===== src/rtl/arrow_sequencer.sv =====
// rtl/arrow_sequencer.sv - rhythm game beat/arrow source with score, combo and lives keeping
//
// Generates the metronome beat and one pseudo-random arrow code per beat for the
// hit-collision checker, judges the checker's verdicts on the last cycle of each
// beat, and ends the game when lives run out.
//
// Ports:
//   clk, rst_n      system clock, asynchronous active-low reset
//   start           level; starts a game when sampled high in IDLE or OVER
//   correctHit      checker verdict: correct arrow hit this beat
//   incorrectHit    checker verdict: wrong, early or missing hit this beat
//   metronome_clk   high during the hit window of each beat
//   arrow           arrow code 10..19, 20 = rest
//   state           0 PLAY, 1 IDLE, 2 OVER
//   score, combo    hit count (sat. 9999), consecutive hits (sat. 255)
//   lives           remaining lives
//   game_over       high while in OVER
module arrow_sequencer #(
  parameter int          BEAT_CYCLES   = 50_000_000,
  parameter int          WINDOW_CYCLES = 25_000_000,
  parameter int          LIVES         = 3,
  parameter logic [15:0] LFSR_SEED     = 16'hACE1
) (
  input  logic        clk,
  input  logic        rst_n,
  input  logic        start,
  input  logic        correctHit,
  input  logic        incorrectHit,
  output logic        metronome_clk,
  output logic [4:0]  arrow,
  output logic [1:0]  state,
  output logic [13:0] score,
  output logic [7:0]  combo,
  output logic [1:0]  lives,
  output logic        game_over
);

  localparam int CW = $clog2(BEAT_CYCLES);
  localparam logic [CW-1:0] LAST_CYCLE = CW'(BEAT_CYCLES - 1);
  localparam logic [13:0] SCORE_MAX = 14'd9999;
  localparam logic [4:0]  ARROW_REST = 5'd20;

  typedef enum logic [1:0] {
    ST_PLAY = 2'd0,
    ST_IDLE = 2'd1,
    ST_OVER = 2'd2
  } state_t;

  state_t        st;
  logic [CW-1:0] counter;
  logic [15:0]   lfsr;
  logic [CW-1:0] counter_inc;
  logic [15:0]   lfsr_next;
  logic          miss;

  // Right-shifting Galois form; mask 0xB400 places taps 16,14,13,11.
  function automatic logic [15:0] lfsr_step(input logic [15:0] v);
    return v[0] ? ((v >> 1) ^ 16'hB400) : (v >> 1);
  endfunction

  // Fold the low nibble into 0..10; 10 maps to the rest code 20.
  function automatic logic [4:0] arrow_of(input logic [15:0] v);
    logic [3:0] idx;
    idx = v[3:0];
    if (idx >= 4'd11) idx = idx - 4'd11;
    return 5'd10 + {1'b0, idx};
  endfunction

  assign counter_inc = counter + 1'b1;
  assign lfsr_next   = lfsr_step(lfsr);
  // incorrectHit wins over correctHit; no verdict at all also counts as a miss.
  assign miss        = incorrectHit | ~correctHit;
  assign state       = st;

  always_ff @(posedge clk or negedge rst_n) begin
    if (!rst_n) begin
      st            <= ST_IDLE;
      counter       <= '0;
      lfsr          <= LFSR_SEED;
      metronome_clk <= 1'b0;
      arrow         <= ARROW_REST;
      score         <= '0;
      combo         <= '0;
      lives         <= 2'(LIVES);
      game_over     <= 1'b0;
    end else begin
      case (st)
        ST_IDLE, ST_OVER: begin
          if (start) begin
            st            <= ST_PLAY;
            counter       <= '0;
            lfsr          <= lfsr_next;
            arrow         <= arrow_of(lfsr_next);
            metronome_clk <= 1'b1;
            score         <= '0;
            combo         <= '0;
            lives         <= 2'(LIVES);
            game_over     <= 1'b0;
          end
        end

        ST_PLAY: begin
          if (counter != LAST_CYCLE) begin
            counter       <= counter_inc;
            metronome_clk <= (int'(counter_inc) < WINDOW_CYCLES);
          end else begin
            counter <= '0;
            if (miss) begin
              combo <= '0;
              lives <= lives - 2'd1;
            end else begin
              if (score != SCORE_MAX) score <= score + 14'd1;
              if (combo != 8'd255)    combo <= combo + 8'd1;
            end

            if (miss && lives == 2'd1) begin
              // Fatal miss: park the beat outputs; LFSR is left where it is.
              st            <= ST_OVER;
              metronome_clk <= 1'b0;
              arrow         <= ARROW_REST;
              game_over     <= 1'b1;
            end else begin
              lfsr          <= lfsr_next;
              arrow         <= arrow_of(lfsr_next);
              metronome_clk <= 1'b1;
            end
          end
        end

        default: st <= ST_IDLE;
      endcase
    end
  end

endmodule

===== config.mk =====
export PLATFORM = sky130hd
export DESIGN_NAME = arrow_sequencer
export DESIGN_NICKNAME = d
export VERILOG_FILES = /design/src/rtl/arrow_sequencer.sv
export SDC_FILE = /design/constraint.sdc
export NUM_CORES = 1
export LEC_CHECK = 0
export ABC_AREA = 1
export CELL_PAD_IN_SITES_DETAIL_PLACEMENT = 0
export CELL_PAD_IN_SITES_GLOBAL_PLACEMENT = 1
export CORE_AREA = 2 2 134 103
export CTS_BUF_LIST = sky130_fd_sc_hd__clkbuf_16
export DETAILED_ROUTE_END_ITERATION = 10
export DIE_AREA = 0 0 136 105
export MAX_ROUTING_LAYER = met4
export PLACE_DENSITY = 0.7
export SYNTH_ARGS = -nofsm -noshare
export SYNTH_HDL_FRONTEND = slang
export SYNTH_SLANG_ARGS = --single-unit

===== constraint.sdc =====
create_clock -name clk -period 2.1 [get_ports clk]
set_input_delay 0.525 -clock clk [delete_from_list [all_inputs] [get_ports clk]]
set_output_delay 0.525 -clock clk [all_outputs]
set_load 0.03 [all_outputs]

==> results.py, run 1 <==
metrics = {
    "setup_path": {
        "r2r_start": "score[1]$_DFFE_PN0P_",
        "critPathLaunch": "score[1]$_DFFE_PN0P_",
        "cp-start-kind": "flop",
        "crit_type": "reg -> reg",
        "crit_path_max_fanout": 7,
        "cp-end-kind": "flop",
        "worstPathRequired_ns": 2.37,
        "cp.arrival_ns": 2.34,
    },
    "routing": {
        "drcViolationCount": 0,
        "wl_met2_um": 5020,
        "m1WireLength_um": 6110,
        "top_layer": "met4",
        "drt_pre_antenna_iters": 4,
        "wl_um": 11900,
        "wl_met3_um": 622,
        "num_vias": 4178,
        "postRouteAntennaNets": 0,
        "via_per_inst": 4.85,
        "routedWlPerCell_um": 13.8,
        "first_iter_violations": 248,
    },
    "finish": {
        "final_cell_mix": "186 x nand2_1, 65 x inv_1, 62 x dfrtp_1",
        "layout_commonest_cell": "nand2_1",
        "nFillCells": 1327,
        "fin_area_mm2": 0.00576,
        "layout-drive-gt1-share_pct": 18.3,
        "fin_nets": 698,
        "syn2layout_area_growth_pct": 28.9,
        "fin_util_pct": 44.7,
        "final_cells": 861,
        "antenna_cells": 0,
    },
    "placed_design": {
        "dp_hpwl_um": 8480,
        "place_ws_ns": -0.0276,
        "io_buffers": 37,
        "place_inst": 837,
        "placed_area_mm2": 0.00528,
        "routabilityCongestion": 0.837,
    },
    "floorplan": {
        "rows": 36,
        "io_pins": 38,
        "core_area_mm2": 0.0129,
        "initial_utilization_pct": 34.7,
        "die_area_mm2": 0.0143,
        "die_w_um": 136,
        "die-height_um": 105,
    },
    "synth": {
        "synth_flop_cell": "dfrtp_1",
        "synthAdderAreaFrac_pct": 2.24,
        "synth_area_leaders": "dfrtp_1 35%, nand2_1 17%, dfstp_2 7.6%",
        "synth_top_area_share_pct": 34.7,
        "yosysSeqAreaShare_pct": 42.4,
        "synth_nets": 618,
        "yosysWarnings": 0,
        "yosys.area_share.simple_pct": 33.9,
        "syn_area_per_cell_um2": 7.39,
        "async_reset_ff_share_pct": 100,
        "synth_compound_area_share_pct": 10.3,
        "yosys.area_share.xor_xnor_pct": 3.72,
        "synth_area_mm2": 0.00447,
        "synth_mux_area_share_pct": 0,
        "synth_seq_cells": 75,
        "synth_top_area_cell": "dfrtp_1",
        "synth_top_family_by_area": "simple AND/OR/NAND/NOR gates",
        "postSynthCellCount": 605,
        "synth-edff-count": 0,
        "ys_types": 39,
    },
    "sta": {
        "clock.fmax_mhz": 484,
        "hold_violations": 0,
        "fin_skew_ns": 0.00457,
        "tns_ns": 0,
        "post-route-min-period_ns": 2.07,
        "setup_violations": 0,
        "final.period_utilization_pct": 98.4,
        "hold-worst-slack_ns": 0.160,
        "rsz0062_at_grt": "yes",
        "worstMarginPinSlew_ns": 0.529,
        "relSlewSlack_pct": 64.7,
        "slew_viol_final": 0,
        "fin_ws_ns": 0.0334,
    },
    "global_routing": {
        "grtUsageTotal_pct": 18.0,
        "grt_max_degree": 40,
        "antenna_found_initial": 0,
        "first_global_vias": 3891,
        "grt_overflow": 0,
        "grt_pass1_wl_um": 19600,
    },
    "hold_path": {
        "min_path_type": "in -> async",
    },
    "clocking": {
        "cts_max_path_buffers": 2,
        "cts_hold_buf": 0,
        "clk_pin_slew_ns": 0.06,
        "insertion_delay_ns": 0.34,
        "clock_sinks": 75,
        "root_buffer": "clkbuf_16",
        "numCtsBuffers": 9,
        "htree_levels": 3,
        "cts_tree": "done",
    },
    "job": {
        "drv_cap": 0,
    },
    "power_and_ir_drop": {
        "leakage_nw": 2.69,
        "vdd_drop_max_mv": 0.428,
        "design_power_total_mw": 3.54,
        "powerDensity_mw_per_mm2": 615,
    },
    "outcome": {
        "outcome": "finished clean",
    },
}
path summary, 6_finish.rpt:
path,cells after the start,to,slack [ns]
min,1,combo[2]$_DFFE_PN0P_,0.16
min reg2reg,2,lfsr[6]$_DFFE_PN1P_,0.46
max,12,score[7]$_DFFE_PN0P_,0.03
min in group clk,2,lfsr[6]$_DFFE_PN1P_,0.46
max reg2reg,12,score[7]$_DFFE_PN0P_,0.03
max in group asynchronous,2,counter[21]$_DFFE_PN0P_,1.28
area by class of cell:
type | instances | area [um^2] | share of cell area, %
inverters | 66 | 253 | 4.39
well taps | 171 | 214 | 3.71
clock inverters | 7 | 30.0 | 0.521
flip-flops and latches | 75 | 1890 | 32.9
multi-input cells | 451 | 2350 | 40.9
repair buffers | 82 | 792 | 13.7
clock buffers | 9 | 225 | 3.91
synthesized netlist by cell type, types with 12 or more instances:
| cell type | number |
|---|---|
| o21ai_0 | 27 |
| nand2_1 | 197 |
| nand3_1 | 37 |
| nor2_1 | 59 |
| inv_1 | 64 |
| xor2_1 | 14 |
| o22ai_1 | 12 |
| nand4_1 | 19 |
| nor3_1 | 12 |
| o21ai_2 | 14 |
| dfstp_2 | 13 |
| o21ai_1 | 16 |
| dfrtp_1 | 62 |
worst max-delay path: stages (launching register included):
cell	delay (ns)
dfrtp_1	0.43
ha_1	0.23
nand2_1	0.11
nor2_1	0.14
nand2_1	0.09
nor3_2	0.25
buf_4	0.15
o21ai_0	0.06
buf_4	0.14
nand3_4	0.11
clkbuf_16	0.17
nand2_1	0.06
o21ai_2	0.06
logic make-up after synthesis:
| kind of cell | after synthesis |
|---|---|
| AOI/OAI and AO/OA | 76 |
| xor gates and xnor gates | 19 |
| adders and majority gates | 8 |
| buffers and inverters | 80 |
| DFF | 75 |
| and+or+nand+nor | 347 |
layer usage:
| metal | track usage, % | vias up |
|---|---|---|
| met4 | 5.51 | 0 |
| met3 | 4.12 | 11 |
| li1 | - | 2121 |
| met1 | 27.0 | 1932 |
| met5 | - | - |
| met2 | 23.7 | 114 |
sequential cells by signal, indices dropped and copies added, names as in the netlist:
| signal | cells |
|---|---|
| score | 14 |
| combo | 8 |
| metronome_clk | 1 |
| game_over | 1 |
| lfsr | 16 |
| lives | 2 |
| counter | 26 |
| state | 2 |
| arrow | 5 |
what timing repair did:
item	CTS	global route
setup buffers	0	4
cloned	0	4
setup endpoints to repair	2	64
gates resized for setup	2	45
pin swaps	0	7
report_power, final:
group          leakage, nW  switching, mW  internal [mW]
Combinational         1.63          0.334          0.198
Sequential           0.926          0.105           1.54
Clock                0.135          0.588          0.774
Total                 2.69           1.03           2.52
No activity file was read; power rests on OpenSTA's default activity.
==> run 2, diff against run 1 <==
PLACE_DENSITY = 0.69   (was 0.7)
SLEW_MARGIN = 40   (was unset)
==> run 2 against run 1 <==
Register-to-register slack gained 0.05 ns. Combinational power up 6.8%. Largest cell class unchanged. Clock skew increased by 0.0022 ns. Via count shrank 2.3%. Power is 5.1% higher. Critical path type is now reg -> out. Cell count fell by 1.0%. Wire length shrank 2.7%. Clock-buffer cell count unchanged. Critical path depth is 11 lower.
==> results.py, run 2 (synthesis gave the netlist of run 1 again) <==
metrics = {
    "setup_path": {
        "r2r_slack_ns": 0.08,
        "crit_path_max_fanout": 2,
        "crit_type": "reg -> out",
        "worstPathRequired_ns": 1.57,
        "crit_buf_inv": 1,
        "cp-start-kind": "flop",
        "cp-end-kind": "primary output",
        "slowest_delay_ns": 0.66,
        "reg2reg_depth": 12,
        "r2r_start": "counter[0]$_DFFE_PN0P_",
        "slowest_stage": "clkdlybuf4s50_1",
        "cp.depth": 1,
        "worstSetupEndpoint": "arrow[4]",
        "rr_endpoint": "score[11]$_DFFE_PN0P_",
        "cp.arrival_ns": 1.54,
        "crit_family": "buffers and inverters",
        "crit_chain": "clkdlybuf4s50_1",
        "critPathLaunch": "arrow[4]$_DFFE_PN1P_",
    },
    "finish": {
        "syn2layout_area_growth_pct": 26.1,
        "antenna_cells": 0,
        "top_register": "counter",
        "layout_commonest_cell": "nand2_1",
        "largest_register_ffs": 26,
        "final_cell_mix": "194 x nand2_1, 64 x inv_1, 61 x dfrtp_1",
        "fin_nets": 689,
        "reg_top3": "counter: 26 flops, lfsr: 16 flops, score: 14 flops",
        "layout-drive-gt1-share_pct": 16.9,
        "final_cells": 852,
        "fin_area_mm2": 0.00564,
    },
    "clocking": {
        "insertion_delay_ns": 0.34,
        "root_buffer": "clkbuf_16",
        "htree_levels": 3,
        "cts_max_path_buffers": 2,
        "numCtsBuffers": 9,
        "clk_pin_slew_ns": 0.06,
        "cts_tree": "done",
        "cts_hold_buf": 0,
        "clock_sinks": 75,
    },
    "global_routing": {
        "antenna_found_initial": 0,
        "grt_pass1_wl_um": 19300,
        "grt_max_degree": 38,
        "grtUsageTotal_pct": 17.5,
        "first_global_vias": 3831,
        "grt_overflow": 0,
    },
    "power_and_ir_drop": {
        "powerDensity_mw_per_mm2": 660,
        "vdd_drop_max_mv": 0.471,
        "leakage_nw": 2.58,
    },
    "placed_design": {
        "io_buffers": 37,
        "place_ws_ns": -0.00875,
        "dp_hpwl_um": 8340,
        "placed_area_mm2": 0.00519,
        "place_inst": 824,
        "routabilityCongestion": 0.887,
    },
    "routing": {
        "first_iter_violations": 393,
        "num_vias": 4083,
        "via_per_inst": 4.79,
        "drt_pre_antenna_iters": 5,
        "routedWlPerCell_um": 13.6,
        "wl_um": 11600,
        "postRouteAntennaNets": 0,
        "drcViolationCount": 0,
    },
    "floorplan": {
        "io_pins": 38,
        "die_w_um": 136,
        "die-height_um": 105,
        "die_area_mm2": 0.0143,
        "rows": 36,
        "initial_utilization_pct": 34.7,
        "core_area_mm2": 0.0129,
    },
    "job": {
        "drv_cap": 0,
    },
    "outcome": {
        "outcome": "finished clean",
    },
    "sta": {
        "fin_skew_ns": 0.00679,
        "relSlewSlack_pct": 67.3,
        "worstMarginPinSlew_ns": 0.491,
        "setup_violations": 0,
        "slew_viol_final": 0,
        "clock.fmax_mhz": 485,
        "post-route-min-period_ns": 2.06,
        "final.period_utilization_pct": 98.3,
        "rsz0062_at_grt": "yes",
        "fin_ws_ns": 0.0363,
        "hold_violations": 0,
    },
    "hold_path": {
        "min_path_type": "in -> async",
    },
}
run 2: cell types whose count changed in the layout (fill, tap and decap cells not counted), sizes merged:
cell,previous run,this run
dlymetal6s2s,4,1
clkinv,3,2
inv,69,68
buf,44,37
clkdlybuf4s50,30,32
clkbuf,11,9
clkinvlp,1,3
dlygate4sd2,2,3
run 2: what timing repair did:
| item | in CTS | in global routing |
|---|---|---|
| cloned | 0 | 1 |
| pin swaps | 0 | 6 |
| setup buffers | 0 | 11 |
| endpoints found under the setup margin | 3 | 48 |
| resized for setup | 3 | 25 |
run 2: metrics by stage:
step	util, %	setup TNS (ns)	power (mW)	hold WS [ns]
global placement	40.3	0	2.19	0.452
global route	43.8	-0.365	3.93	0.169
finish	43.8	0	3.72	0.143
floorplan	-	0	1.99	0.229
CTS	42.5	0	3.73	0.154
detailed placement	40.3	-0.0193	2.19	0.465
run 2: worst min path at each step:
| stage | startpoint | to | depth (start not counted) |
|---|---|---|---|
| floorplan | rst_n | arrow[0]$_DFFE_PN0P_ | 0 |
| global placement | lfsr[7]$_DFFE_PN1P_ | lfsr[6]$_DFFE_PN1P_ | 2 |
| detailed placement | lfsr[6]$_DFFE_PN1P_ | lfsr[5]$_DFFE_PN1P_ | 2 |
| CTS | rst_n | arrow[0]$_DFFE_PN0P_ | 1 |
| global route | rst_n | combo[2]$_DFFE_PN0P_ | 1 |
| finish | rst_n | combo[2]$_DFFE_PN0P_ | 1 |
run 2: layout make-up:
| class | count | area, um^2 |
|---|---|---|
| clock inverters | 7 | 60.1 |
| multi-input cells | 451 | 2310 |
| repair buffers | 73 | 682 |
| flip-flops and latches | 75 | 1890 |
| inverters | 66 | 248 |
| fillers | 1340 | 7250 |
| clock buffers | 9 | 225 |
| well taps | 171 | 214 |
run 2: metal layers:
metal,GRT usage (%),routed length (um),up-vias
met4,4.39,85,0
li1,-,-,2099
met2,23.8,4810,87
met3,3.64,476,11
met1,26.2,6210,1886
met5,-,0,-
run 2: power by group:
group,total [mW],switching [mW],internal (mW)
logic,0.569,0.360,0.209
registers,1.65,0.104,1.54
clock network,1.51,0.689,0.819
total,3.72,1.15,2.57
